[config.mk]
export PLATFORM = sky130hd
export DESIGN_NAME = serial_byte_feeder
export DESIGN_NICKNAME = d
export VERILOG_FILES = /design/src/rtl/serial_byte_feeder.sv
export SDC_FILE = /design/constraint.sdc
export NUM_CORES = 1
export LEC_CHECK = 0
export BUFFER_PORTS_ARGS = -buffer_cell sky130_fd_sc_hd__buf_2
export CAP_MARGIN = 20
export CORE_ASPECT_RATIO = 1.5
export CORE_UTILIZATION = 33
export DETAILED_ROUTE_END_ITERATION = 8
export GPL_TIMING_DRIVEN = 0
export HOLD_SLACK_MARGIN = 0.12
export PLACE_DENSITY = 0.55
export SYNTH_ARGS = -nofsm -noshare
export SYNTH_HDL_FRONTEND = slang
export SYNTH_SLANG_ARGS = --single-unit
[constraint.sdc]
create_clock -name clk -period 1.62 [get_ports clk]
set_clock_uncertainty 0.05 [all_clocks]
set_input_delay 0.324 -clock clk [delete_from_list [all_inputs] [get_ports clk]]
set_output_delay 0.324 -clock clk [all_outputs]
set_load 0.01 [all_outputs]
[src/rtl/serial_byte_feeder.sv]
// Parallel-to-serial front end: one-deep holding register behind a valid/ready
// intake, emitting each word as WIDTH consecutive shift_enable cycles.
module serial_byte_feeder #(
    parameter int WIDTH      = 8,
    parameter int GAP_CYCLES = 1,
    parameter bit MSB_FIRST  = 1'b1
) (
    input  logic             clk,
    input  logic             reset,
    input  logic [WIDTH-1:0] in_data,
    input  logic             in_valid,
    output logic             in_ready,
    output logic             data,
    output logic             shift_enable,
    output logic             frame_done,
    output logic             busy
);
    localparam int CW = (WIDTH > 1) ? $clog2(WIDTH) : 1;
    localparam int GW = (GAP_CYCLES > 1) ? $clog2(GAP_CYCLES) : 1;
    localparam logic [CW-1:0] LAST_BIT = CW'(WIDTH - 1);
    localparam logic [GW-1:0] LAST_GAP = (GAP_CYCLES > 0) ? GW'(GAP_CYCLES - 1) : '0;

    typedef enum logic [1:0] {
        IDLE,
        SHIFT,
        GAP
    } state_t;

    state_t           r_state;
    state_t           w_state_next;
    logic [WIDTH-1:0] r_hold;
    logic             r_hold_valid;
    logic             w_hold_valid_next;
    logic [WIDTH-1:0] r_sreg;
    logic [WIDTH-1:0] w_sreg_next;
    logic [WIDTH-1:0] w_sreg_shifted;
    logic [CW-1:0]    r_cnt;
    logic [CW-1:0]    w_cnt_next;
    logic [GW-1:0]    r_gap_cnt;
    logic [GW-1:0]    w_gap_cnt_next;
    logic             r_data;
    logic             r_shift_enable;
    logic             r_frame_done;
    logic             w_frame_end;
    logic             w_accept;
    logic             w_next_bit;

    // in_ready looks only at the registered hold flag, so an accept and a drain
    // can never land on the same edge.
    assign in_ready = ~r_hold_valid & reset;
    assign w_accept = in_valid & in_ready;
    assign busy     = (r_state != IDLE) | r_hold_valid;

    assign data         = r_data;
    assign shift_enable = r_shift_enable;
    assign frame_done   = r_frame_done;

    assign w_sreg_shifted = MSB_FIRST ? {r_sreg[WIDTH-2:0], 1'b0} : {1'b0, r_sreg[WIDTH-1:1]};
    assign w_next_bit     = MSB_FIRST ? w_sreg_next[WIDTH-1] : w_sreg_next[0];

    always_comb begin
        // NOTE: every output of this block gets a default first so no path infers a latch.
        w_state_next      = r_state;
        w_sreg_next       = r_sreg;
        w_hold_valid_next = r_hold_valid;
        w_cnt_next        = r_cnt;
        w_gap_cnt_next    = r_gap_cnt;
        w_frame_end       = 1'b0;

        if (w_accept) begin
            w_hold_valid_next = 1'b1;
        end

        unique case (r_state)
            IDLE: begin
                if (r_hold_valid) begin
                    w_sreg_next       = r_hold;
                    w_hold_valid_next = 1'b0;
                    w_cnt_next        = '0;
                    w_state_next      = SHIFT;
                end
            end
            SHIFT: begin
                w_sreg_next = w_sreg_shifted;
                w_cnt_next  = r_cnt + 1'b1;
                if (r_cnt == LAST_BIT) begin
                    w_frame_end = 1'b1;
                    w_cnt_next  = '0;
                    if (GAP_CYCLES == 0 && r_hold_valid) begin
                        w_sreg_next       = r_hold;
                        w_hold_valid_next = 1'b0;
                    end else if (GAP_CYCLES > 0) begin
                        w_gap_cnt_next = '0;
                        w_state_next   = GAP;
                    end else begin
                        w_state_next = IDLE;
                    end
                end
            end
            GAP: begin
                w_gap_cnt_next = r_gap_cnt + 1'b1;
                if (r_gap_cnt == LAST_GAP) begin
                    w_gap_cnt_next = '0;
                    if (r_hold_valid) begin
                        w_sreg_next       = r_hold;
                        w_hold_valid_next = 1'b0;
                        w_cnt_next        = '0;
                        w_state_next      = SHIFT;
                    end else begin
                        w_state_next = IDLE;
                    end
                end
            end
            default: begin
                w_state_next = IDLE;
            end
        endcase
    end

    // Outputs are registered from next-state values so they line up with the
    // cycle in which the downstream register shifts.
    always_ff @(posedge clk) begin
        if (!reset) begin
            r_state        <= IDLE;
            r_hold_valid   <= 1'b0;
            r_cnt          <= '0;
            r_gap_cnt      <= '0;
            r_data         <= 1'b0;
            r_shift_enable <= 1'b0;
            r_frame_done   <= 1'b0;
        end else begin
            r_state        <= w_state_next;
            r_hold_valid   <= w_hold_valid_next;
            r_cnt          <= w_cnt_next;
            r_gap_cnt      <= w_gap_cnt_next;
            r_data         <= (w_state_next == SHIFT) & w_next_bit;
            r_shift_enable <= (w_state_next == SHIFT);
            r_frame_done   <= w_frame_end;
        end
    end

    // NOTE: data registers carry no reset; their contents are ignored until the
    // matching valid/state bit says they are live.
    always_ff @(posedge clk) begin
        if (w_accept) begin
            r_hold <= in_data;
        end
        r_sreg <= w_sreg_next;
    end

endmodule

==> qor.csv, run 1 <==
stage,metric,value,unit
run_status,run status,completed,
drt,total iterations of the first detailed-routing run,4,
finish,synth-to-layout area growth,15.8,%
drt,metal3 WL,52,µm
global_route,first-pass GRT wire length,2840,µm
clocking,clock root buffer,clkbuf_8,
yosys,post-synth net total,91,
clocking,Num CTS Buffers,3,
sta,Peak Freq,0.648,GHz
yosys,top cell type's share of synthesized area,45.2,%
critical_path,critical path endpoint category,output port,
sta,post-route setup TNS,0,ns
yosys,Post-synth EDFFs,15,
min_path,hold crit path type,primary input to register,
drt,Max Used Layer,met4,
critical_path,CP Launch Type,register,
power,overall power,1.29,mW
drt,detailed-route via count,627,
floorplanning,Rows,24,
yosys,Synth area leader,edfxtp_1,
placement,Port Buffer Count,15,
yosys,Synth Cell Area,997,µm²
sta,final worst slack,0.0777,ns
drt,WL final,1620,µm
global_route,initial antenna violation count,0,
yosys,Post-synth ARST share,0,%
sta,Final Hold Vio Count,0,
power,maximum vdd drop,0.000444,V
sta,# setup viols final,0,
yosys,post-synthesis sequential area ratio,63.2,%
placement,Post-DP HPWL,1150,µm
global_route,vias in the first global route,637,
flow_run,Max Cap Viol,0,
yosys,Post-Synthesis Cells,78,
critical_path,CP Class,register to output port,
yosys,Mapped Avg Cell Area,12.8,µm²
yosys,Synth Flop Type,edfxtp_1,
sta,crit path time final,1.54,ns
drt,WL/cell,12.1,µm
drt,DRT iter0 DRCs,23,
yosys,top-count cell post-synth,edfxtp_1,
sta,max-slew violations,0,
clocking,buffer depth of the longest clock path,2,
global_route,total gr overflow,0,
power,P per Cell Area,1120,nW/µm²
global_route,largest net degree at the start of global routing,16,
finish,final core utilization,40.1,%
clocking,TritonCTS clock tree,yes,
sta,Worst Tran Pin Value,0.398,ns
clocking,latest clock arrival within the worst-skew pair,0.26,ns
drt,vias per cell,4.68,
critical_path,Critical Path RT,1.25,ns
sta,final hold slack,0.178,ns
clocking,H-tree depth,1,
floorplanning,area of the core,2880,µm²
finish,diodes inserted,0,
power,Lkg Pwr,0.459,nW
drt,M1 wire length,738,µm
finish,layout cells sized above 1,26.3,%
placement,gpl congestion,0.711,
drt,DR DRC count,0,
clocking,post_cts resized,4,
critical_path,CP arrival,1.17,ns
floorplanning,Starting Density,34.6,%
yosys,Synth cell types,25,
clocking,clk slew on worst S/H paths,0.08,ns
floorplanning,DIE HEIGHT,69.3,µm
clocking,Setup Buffers After CTS,0,
yosys,register bit count reported by yosys,24,
floorplanning,Die Area,3250,µm²
placement,pre-CTS WS,0.0134,ns
critical_path,worst-path fanout max,15,
drt,Antenna Nets Post-Route,0,
drt,Routed met2 length,782,µm
yosys,Ys Warns,0,
clocking,# clock sinks,24,
yosys,Post-synth top cells,"edfxtp_1, nand2_1, dfxtp_1",
global_route,overall routing resource usage,12.2,%
sta,RSZ-0062 raised after global routing,no,
finish,Post-layout nets,109,
floorplanning,IO Count,16,
finish,fillcell total,301,
yosys,top post-synthesis cells by area,"edfxtp_1, dfxtp_1, mux2i_1, nand2_1, o21ai_1",
floorplanning,width of the die,46.9,µm
sta,Tcrit/Tclk final,95.2,%
clocking,Post-CTS Hold Fix Bufs,0,
sta,slew margin rel.,73.5,%
cells in the final DEF, fill, tap and decap left out, types with 2 or more instances in the layout:
cell | Yosys | routed
buf_2 | 1 | 16
edfxtp_1 | 15 | 15
nand2_1 | 12 | 12
mux2i_1 | 8 | 8
o21ai_1 | 7 | 7
dfxtp_1 | 9 | 7
clkbuf_8 | 0 | 3
and2b_1 | 2 | 2
and2_1 | 2 | 2
nand2b_1 | 2 | 2
o22ai_1 | 2 | 2
and3_1 | 2 | 2
ha_1 | 2 | 2
dfxtp_4 | 0 | 2
cells by family (layout without fill, tap and decap cells):
logic type | after synthesis | count (layout) | share of synthesized area, %
AOI/OAI and AO/OA | 13 | 13 | 8.28
adders and majority gates | 2 | 2 | 2.51
buffers and inverters | 5 | 22 | 3.89
DFF | 24 | 24 | 63.2
muxes | 8 | 8 | 8.03
and+or+nand+nor | 26 | 26 | 14.1
final cells by class:
class | count | area, µm² | share of cell area, %
tap | 39 | 48.8 | 4.23
timing repair buffer | 15 | 75.1 | 6.50
sequential | 24 | 638 | 55.3
clock buffer | 4 | 45.0 | 3.90
buffer | 2 | 16.3 | 1.41
inverter | 1 | 3.75 | 0.325
multi-input combinational | 49 | 328 | 28.4
flip-flops by register name, summed over array words and instances, names as in the netlist:
signal / count
r_hold_valid: 1
shift_enable: 1
frame_done: 1
data: 1
r_state: 2
r_cnt: 3
r_hold: 8
r_sreg: 7
where the power goes:
part,internal (mW),switching [mW]
registers,0.737,0.0501
clock network,0.176,0.184
logic,0.0785,0.0690
total,0.992,0.303
metrics by stage:
stage               area (µm²)  std cells
global placement          1120        132
finish                    1150        134
global route              1150        134
CTS                       1150        134
floorplan                  997         78
detailed placement        1120        132
per-layer routing:
metal	vias up	track usage, %
met1	298	15.8
met4	0	8.25
met5	-	0
met2	11	17.6
li1	314	-
met3	4	2.60
critical path, stage by stage, from the launching register on:
cell     delay [ns]
dfxtp_4        0.40
or3_1          0.36
buf_2          0.14
worst paths after layout:
| kind | startpoint | depth (start not counted) | endpoint | slack, ns |
|---|---|---|---|---|
| worst max-delay path | r_state[0]$_SDFF_PN0_ | 2 | busy | 0.08 |
| worst min-delay path | in_data[7] | 1 | r_hold[7]$_DFFE_PP_ | 0.18 |
| worst max register to register | r_hold_valid$_SDFF_PN0_ | 2 | r_hold[0]$_DFFE_PP_ | 0.22 |
| worst min register to register | r_cnt[2]$_SDFFE_PN0P_ | 2 | r_cnt[2]$_SDFFE_PN0P_ | 0.41 |
Power figures use the tool's default switching activity.
==> run 2, diff against run 1 <==
CORE_ASPECT_RATIO = 0.75   (was 1.5)
==> run 2 against run 1 <==
Against the previous run: design area increased by 4.9%; maximum frequency decreased by 1.7%; register-to-register slack got worse by 0.04 ns; power increased by 4.5%; first-iteration DRC count increased by 57%; non-clock buffer count increased by 5; critical path depth increased by 1; global-route usage decreased by 0.51 points; via count decreased by 0.96%; count of clock-buffer cells in the layout unchanged; clock power increased by 11%; final cell count increased by 1.5%; largest cell class unchanged; largest power group unchanged; highest routed layer unchanged.
==> qor.csv, run 2 (synthesis gave the netlist of run 1 again) <==
stage,metric,value,unit,change
run_status,run status,completed,,
drt,DRT iter0 DRCs,36,,+57%
sta,# setup viols final,0,,unchanged
clocking,TritonCTS clock tree,yes,,
finish,layout cells sized above 1,31.0,%,+4.7 points
sta,Final Hold Vio Count,0,,unchanged
sta,Tcrit/Tclk final,96.9,%,+1.7 points
finish,most frequent cells in the layout,"buf_2, edfxtp_1, nand2_1",,
clocking,Num CTS Buffers,3,,unchanged
finish,Reg area,638,µm²,unchanged
critical_path,family with the most delay on the worst path,flip-flops,,
drt,vias per cell,4.57,,-2.4%
clocking,# clock sinks,24,,unchanged
placement,Post-DP HPWL,1200,µm,+4.4%
placement,gpl congestion,0.785,,+10%
min_path,hold crit path type,primary input to register,,
critical_path,Worst Setup EP,busy,,
finish,fillcell total,268,,-11%
sta,slew margin rel.,74.2,%,+0.75 points
finish,final core utilization,44.2,%,+4.1 points
flow_run,Max Cap Viol,0,,unchanged
placement,Placed Cells,129,,-2.3%
sta,Worst Tran Pin Value,0.387,ns,-0.0112 ns
critical_path,r2r startpoint,r_cnt[0]$_SDFFE_PN0P_,,
clocking,H-tree depth,1,,unchanged
clocking,Post-CTS Hold Fix Bufs,0,,unchanged
sta,RSZ-0062 raised after global routing,no,,
finish,area of the multi-input gates,328,µm²,unchanged
power,P per Cell Area,1120,nW/µm²,-0.32%
critical_path,CP max stage cell,dfxtp_4,,
finish,diodes inserted,0,,unchanged
critical_path,critical path endpoint category,output port,,
critical_path,CP Launch Type,register,,
critical_path,WP depth,3,,+1
finish,Finished Layout Cells,136,,+1.5%
sta,max-slew violations,0,,unchanged
critical_path,CP Class,register to output port,,
finish,Post-layout nets,114,,+4.6%
sta,crit path time final,1.57,ns,+0.0274 ns
min_path,Min-Delay Startpoint,in_data[2],,
clocking,clk slew on worst S/H paths,0.08,ns,about the same
drt,Antenna Nets Post-Route,0,,unchanged
placement,Port Buffer Count,15,,unchanged
floorplanning,width of the die,65.5,µm,+40%
critical_path,worst setup path start,r_hold_valid$_SDFF_PN0_,,
sta,post-route setup TNS,0,ns,unchanged
critical_path,Bufs and invs on worst path,2,,+1
critical_path,Crit path largest cell delay,0.36,ns,-0.04 ns
floorplanning,Starting Density,36.4,%,+1.8 points
finish,"commonest non-fill, non-tap cell in the layout",buf_2,,
clocking,clock root buffer,clkbuf_8,,
finish,synth-to-layout area growth,21.5,%,
critical_path,crit path cell chain,buf_12 -> or3_1 -> buf_2,,
floorplanning,IO Count,16,,unchanged
drt,DR DRC count,0,,unchanged
floorplanning,area of the core,2740,µm²,-4.9%
finish,max reg flops,8,,unchanged
drt,WL/cell,12.4,µm,+2.0%
floorplanning,Die Area,3250,µm²,about the same
global_route,overall routing resource usage,11.7,%,-0.51 points
floorplanning,Rows,16,,-33%
critical_path,worst-path fanout max,4,,-11
critical_path,reg-to-reg setup timing slack,0.18,ns,-0.04 ns
clocking,buffer depth of the longest clock path,2,,unchanged
clocking,latest clock arrival within the worst-skew pair,0.27,ns,about the same
drt,WL final,1680,µm,+3.5%
finish,Top reg by flops,r_hold,,
sta,Peak Freq,0.637,GHz,-1.7%
finish,Largest regs,"r_hold x8, r_sreg x7, r_cnt x3",,
global_route,first-pass GRT wire length,2690,µm,-5.3%
global_route,initial antenna violation count,0,,unchanged
floorplanning,DIE HEIGHT,49.6,µm,-28%
drt,total iterations of the first detailed-routing run,4,,unchanged
drt,detailed-route via count,621,,-0.96%
global_route,largest net degree at the start of global routing,14,,-2
critical_path,R2R cell count,5,,+3
power,Lkg Pwr,0.494,nW,+7.7%
global_route,total gr overflow,0,,unchanged
critical_path,CP arrival,1.20,ns,+0.03 ns
critical_path,Critical Path RT,1.25,ns,about the same
critical_path,reg2reg end,data$_SDFF_PN0_,,
power,maximum vdd drop,0.000546,V,+23%
global_route,vias in the first global route,542,,-15%
## run 2: cell types whose count changed in the layout (fill, tap and decap cells not counted), sizes merged
cell and change:
buf +5
## run 2: worst min-delay path by stage
stage | to | slack [ns] | cells after the start
6_report | r_hold[2]$_DFFE_PP_ | 0.18 | 1
5_1_grt | r_hold[2]$_DFFE_PP_ | 0.16 | 1
4_1_cts | r_hold[2]$_DFFE_PP_ | 0.17 | 1
3_5_place_dp | r_cnt[2]$_SDFFE_PN0P_ | 0.40 | 2
3_3_place_gp | r_cnt[2]$_SDFFE_PN0P_ | 0.39 | 2
2_1_floorplan | r_hold[0]$_DFFE_PP_ | 0.37 | 0
## run 2: per-stage QoR
step | power [mW] | area [µm²] | setup WS (ns) | hold WS (ns)
floorplan | 0.903 | 997 | 0.291 | 0.373
global placement | 0.953 | 1120 | 0.0464 | 0.392
detailed placement | 0.959 | 1120 | 0.0334 | 0.400
CTS | 1.36 | 1180 | 0.00306 | 0.171
global route | 1.43 | 1210 | 0.0119 | 0.158
finish | 1.35 | 1210 | 0.0503 | 0.177
## run 2: timing repair
action | CTS | global route
setup endpoints to repair | 1 | 1
pin swaps | 0 | 0
gates resized for setup | 3 | 3
cloned | 0 | 0
setup buffers | 1 | 3
## run 2: routing by layer
metal / global-route usage [%] / part of all wire [%]
met1: 17.7 / 55
met5: 0 / 0
met4: 5.43 / 1.2
met3: 4.86 / 4.7
met2: 13.9 / 39
## run 2: cell type report
cell class	instances	area share, %
buffer	3	3.00
clock buffer	4	4.55
inverter	1	0.310
multi-input combinational	49	27.1
sequential	24	52.7
tap	36	3.72
timing repair buffer	19	8.68
## run 2: worst reg2reg max path, delay by kind of cell, from the launching register on
family	cells	cell delay, ns
compound gates	1	0.24
fa+ha+maj	2	0.35
simple gates	2	0.34
flops	1	0.36
## run 2: report_power, final
group	internal [mW]	switching, mW
combinational	0.0940	0.0829
clock	0.217	0.181
sequential	0.737	0.0411
total	1.05	0.305
==> run 3, diff against run 2 <==
BUFFER_PORTS_ARGS = not set   (was -buffer_cell sky130_fd_sc_hd__buf_2)
DONT_BUFFER_PORTS = 1   (was not set)
PLACE_DENSITY = 0.51   (was 0.55)
==> run 3 against run 2 <==
Against the previous run: power decreased by 3.2%; die area did not move; sequential power about the same; largest cell class unchanged; global-route usage is 0.12 points higher; first-iteration DRC count down 25%; count of clock-buffer cells in the layout did not move; largest power group unchanged; critical path type unchanged; via count decreased by 3.9%.
==> qor.csv, run 3 (synthesis gave the netlist of run 1 again) <==
stage,metric,value,unit,change
run_status,run status,completed,,
sta,Final Hold Vio Count,0,,unchanged
clocking,buffer depth of the longest clock path,2,,unchanged
critical_path,Bufs and invs on worst path,1,,-1
drt,Antenna Nets Post-Route,0,,unchanged
finish,design area,1170,µm²,-3.1%
floorplanning,width of the die,65.5,µm,unchanged
drt,DRT iter0 DRCs,27,,-25%
drt,detailed-route via count,597,,-3.9%
sta,crit path time final,1.56,ns,-0.00876 ns
clocking,Num CTS Buffers,3,,unchanged
drt,DR DRC count,0,,unchanged
sta,post-route setup TNS,0,ns,unchanged
drt,total iterations of the first detailed-routing run,4,,unchanged
sta,Peak Freq,0.641,GHz,+0.56%
finish,synth-to-layout area growth,17.7,%,
critical_path,CP max stage cell,or3_4,,
clocking,# clock sinks,24,,unchanged
global_route,initial antenna violation count,0,,unchanged
clocking,H-tree depth,1,,unchanged
drt,Routed met2 length,639,µm,-3.2%
critical_path,critical path endpoint category,output port,,
floorplanning,Rows,16,,unchanged
finish,layout cells sized above 1,13.3,%,-18 points
sta,Tcrit/Tclk final,96.4,%,-0.54 points
floorplanning,IO Count,16,,unchanged
drt,WL/cell,13.8,µm,+12%
drt,metal3 WL,91,µm,+15%
clocking,latest clock arrival within the worst-skew pair,0.27,ns,about the same
floorplanning,area of the core,2740,µm²,unchanged
min_path,hold crit path type,primary input to register,,
clocking,clock root buffer,clkbuf_8,,
drt,M1 wire length,999,µm,+8.7%
global_route,first-pass GRT wire length,2720,µm,+1.0%
drt,Max Used Layer,met4,,
critical_path,worst setup path start,r_state[0]$_SDFF_PN0_,,
floorplanning,Starting Density,36.4,%,unchanged
sta,Worst Tran Pin Value,0.410,ns,+0.0235 ns
finish,most frequent cells in the layout,"edfxtp_1, nand2_1, mux2i_1, dfxtp_1, dlygate4sd3_1",,
placement,Post-DP HPWL,1170,µm,-2.7%
sta,# setup viols final,0,,unchanged
sta,final hold slack,0.171,ns,-0.00633 ns
critical_path,CP arrival,1.19,ns,about the same
finish,Post-layout nets,104,,-8.8%
global_route,largest net degree at the start of global routing,14,,unchanged
critical_path,crit path cell chain,buf_4 -> or3_4,,
drt,WL final,1750,µm,+3.8%
global_route,vias in the first global route,541,,-0.18%
placement,Port Buffer Count,0,,-15
sta,max-slew violations,0,,unchanged
flow_run,Max Cap Viol,0,,unchanged
finish,diodes inserted,0,,unchanged
floorplanning,DIE HEIGHT,49.6,µm,unchanged
clocking,Setup Buffers After CTS,0,,-1
finish,"commonest non-fill, non-tap cell in the layout",edfxtp_1,,
sta,slew margin rel.,72.7,%,-1.6 points
finish,max reg flops,8,,unchanged
sta,RSZ-0062 raised after global routing,no,,
power,Lkg Pwr,0.438,nW,-11%
drt,vias per cell,4.74,,+3.8%
critical_path,CP Class,register to output port,,
global_route,total gr overflow,0,,unchanged
critical_path,Critical Path RT,1.25,ns,about the same
floorplanning,Die Area,3250,µm²,unchanged
critical_path,r2r startpoint,r_cnt[0]$_SDFFE_PN0P_,,
global_route,overall routing resource usage,11.8,%,+0.12 points
critical_path,family with the most delay on the worst path,simple AND/OR/NAND/NOR gates,,
clocking,TritonCTS clock tree,yes,,
finish,Largest regs,"r_hold x8, r_sreg x7, r_cnt x3",,
critical_path,worst-path fanout max,10,,+6
critical_path,CP Launch Type,register,,
min_path,Min-Delay Startpoint,reset,,
power,maximum vdd drop,0.000429,V,-21%
finish,Top reg by flops,r_hold,,
power,P per Cell Area,1120,nW/µm²,-0.11%
clocking,clk slew on worst S/H paths,0.08,ns,about the same
placement,gpl congestion,0.786,,about the same
placement,post-place instance area,1040,µm²,-6.7%
critical_path,Crit path largest cell delay,0.39,ns,+0.03 ns
==> run 3: worst paths after layout <==
check                          end  slack, ns  cells after the start
max                           busy       0.06                      2
min          r_cnt[0]$_SDFFE_PN0P_       0.17                      2
max reg2reg        data$_SDFF_PN0_       0.17                      5
min reg2reg  r_cnt[2]$_SDFFE_PN0P_       0.41                      2
==> run 3: power by group <==
group	switching [mW]	internal (mW)
logic	0.0794	0.0865
clock network	0.189	0.176
registers	0.0411	0.738
==> run 3: repair_timing <==
item	4_1_cts	5_1_grt
gates resized for setup	1	1
hold buffers	8	0
endpoints found under the hold margin	8	0
pin swaps	0	0
endpoints found under the setup margin	1	1
==> run 3: area by class of cell <==
class | count | area (µm²)
inverters | 1 | 3.75
well taps | 36 | 45.0
multi-input cells | 49 | 333
fillers | 257 | 1570
clock buffers | 4 | 45.0
repair buffers | 8 | 80.1
flip-flops and latches | 24 | 632
plain buffers | 4 | 35.0
==> run 3: metrics by stage <==
stage	util [%]	setup WS [ns]	power, mW	std cells
5_1_grt	42.8	0.0117	1.37	126
6_report	42.8	0.0591	1.31	126
2_1_floorplan	-	0.291	0.903	78
3_3_place_gp	38.0	0.0889	0.936	114
3_5_place_dp	38.0	0.0778	0.941	114
4_1_cts	42.7	0.0190	1.32	126
==> run 3: routing by layer <==
metal  global-route usage (%)  vias to the layer above
li1                         -                      305
met3                     5.09                        4
met2                     14.8                       16
met5                        0                        -
met4                     3.26                        0
met1                     18.0                      272
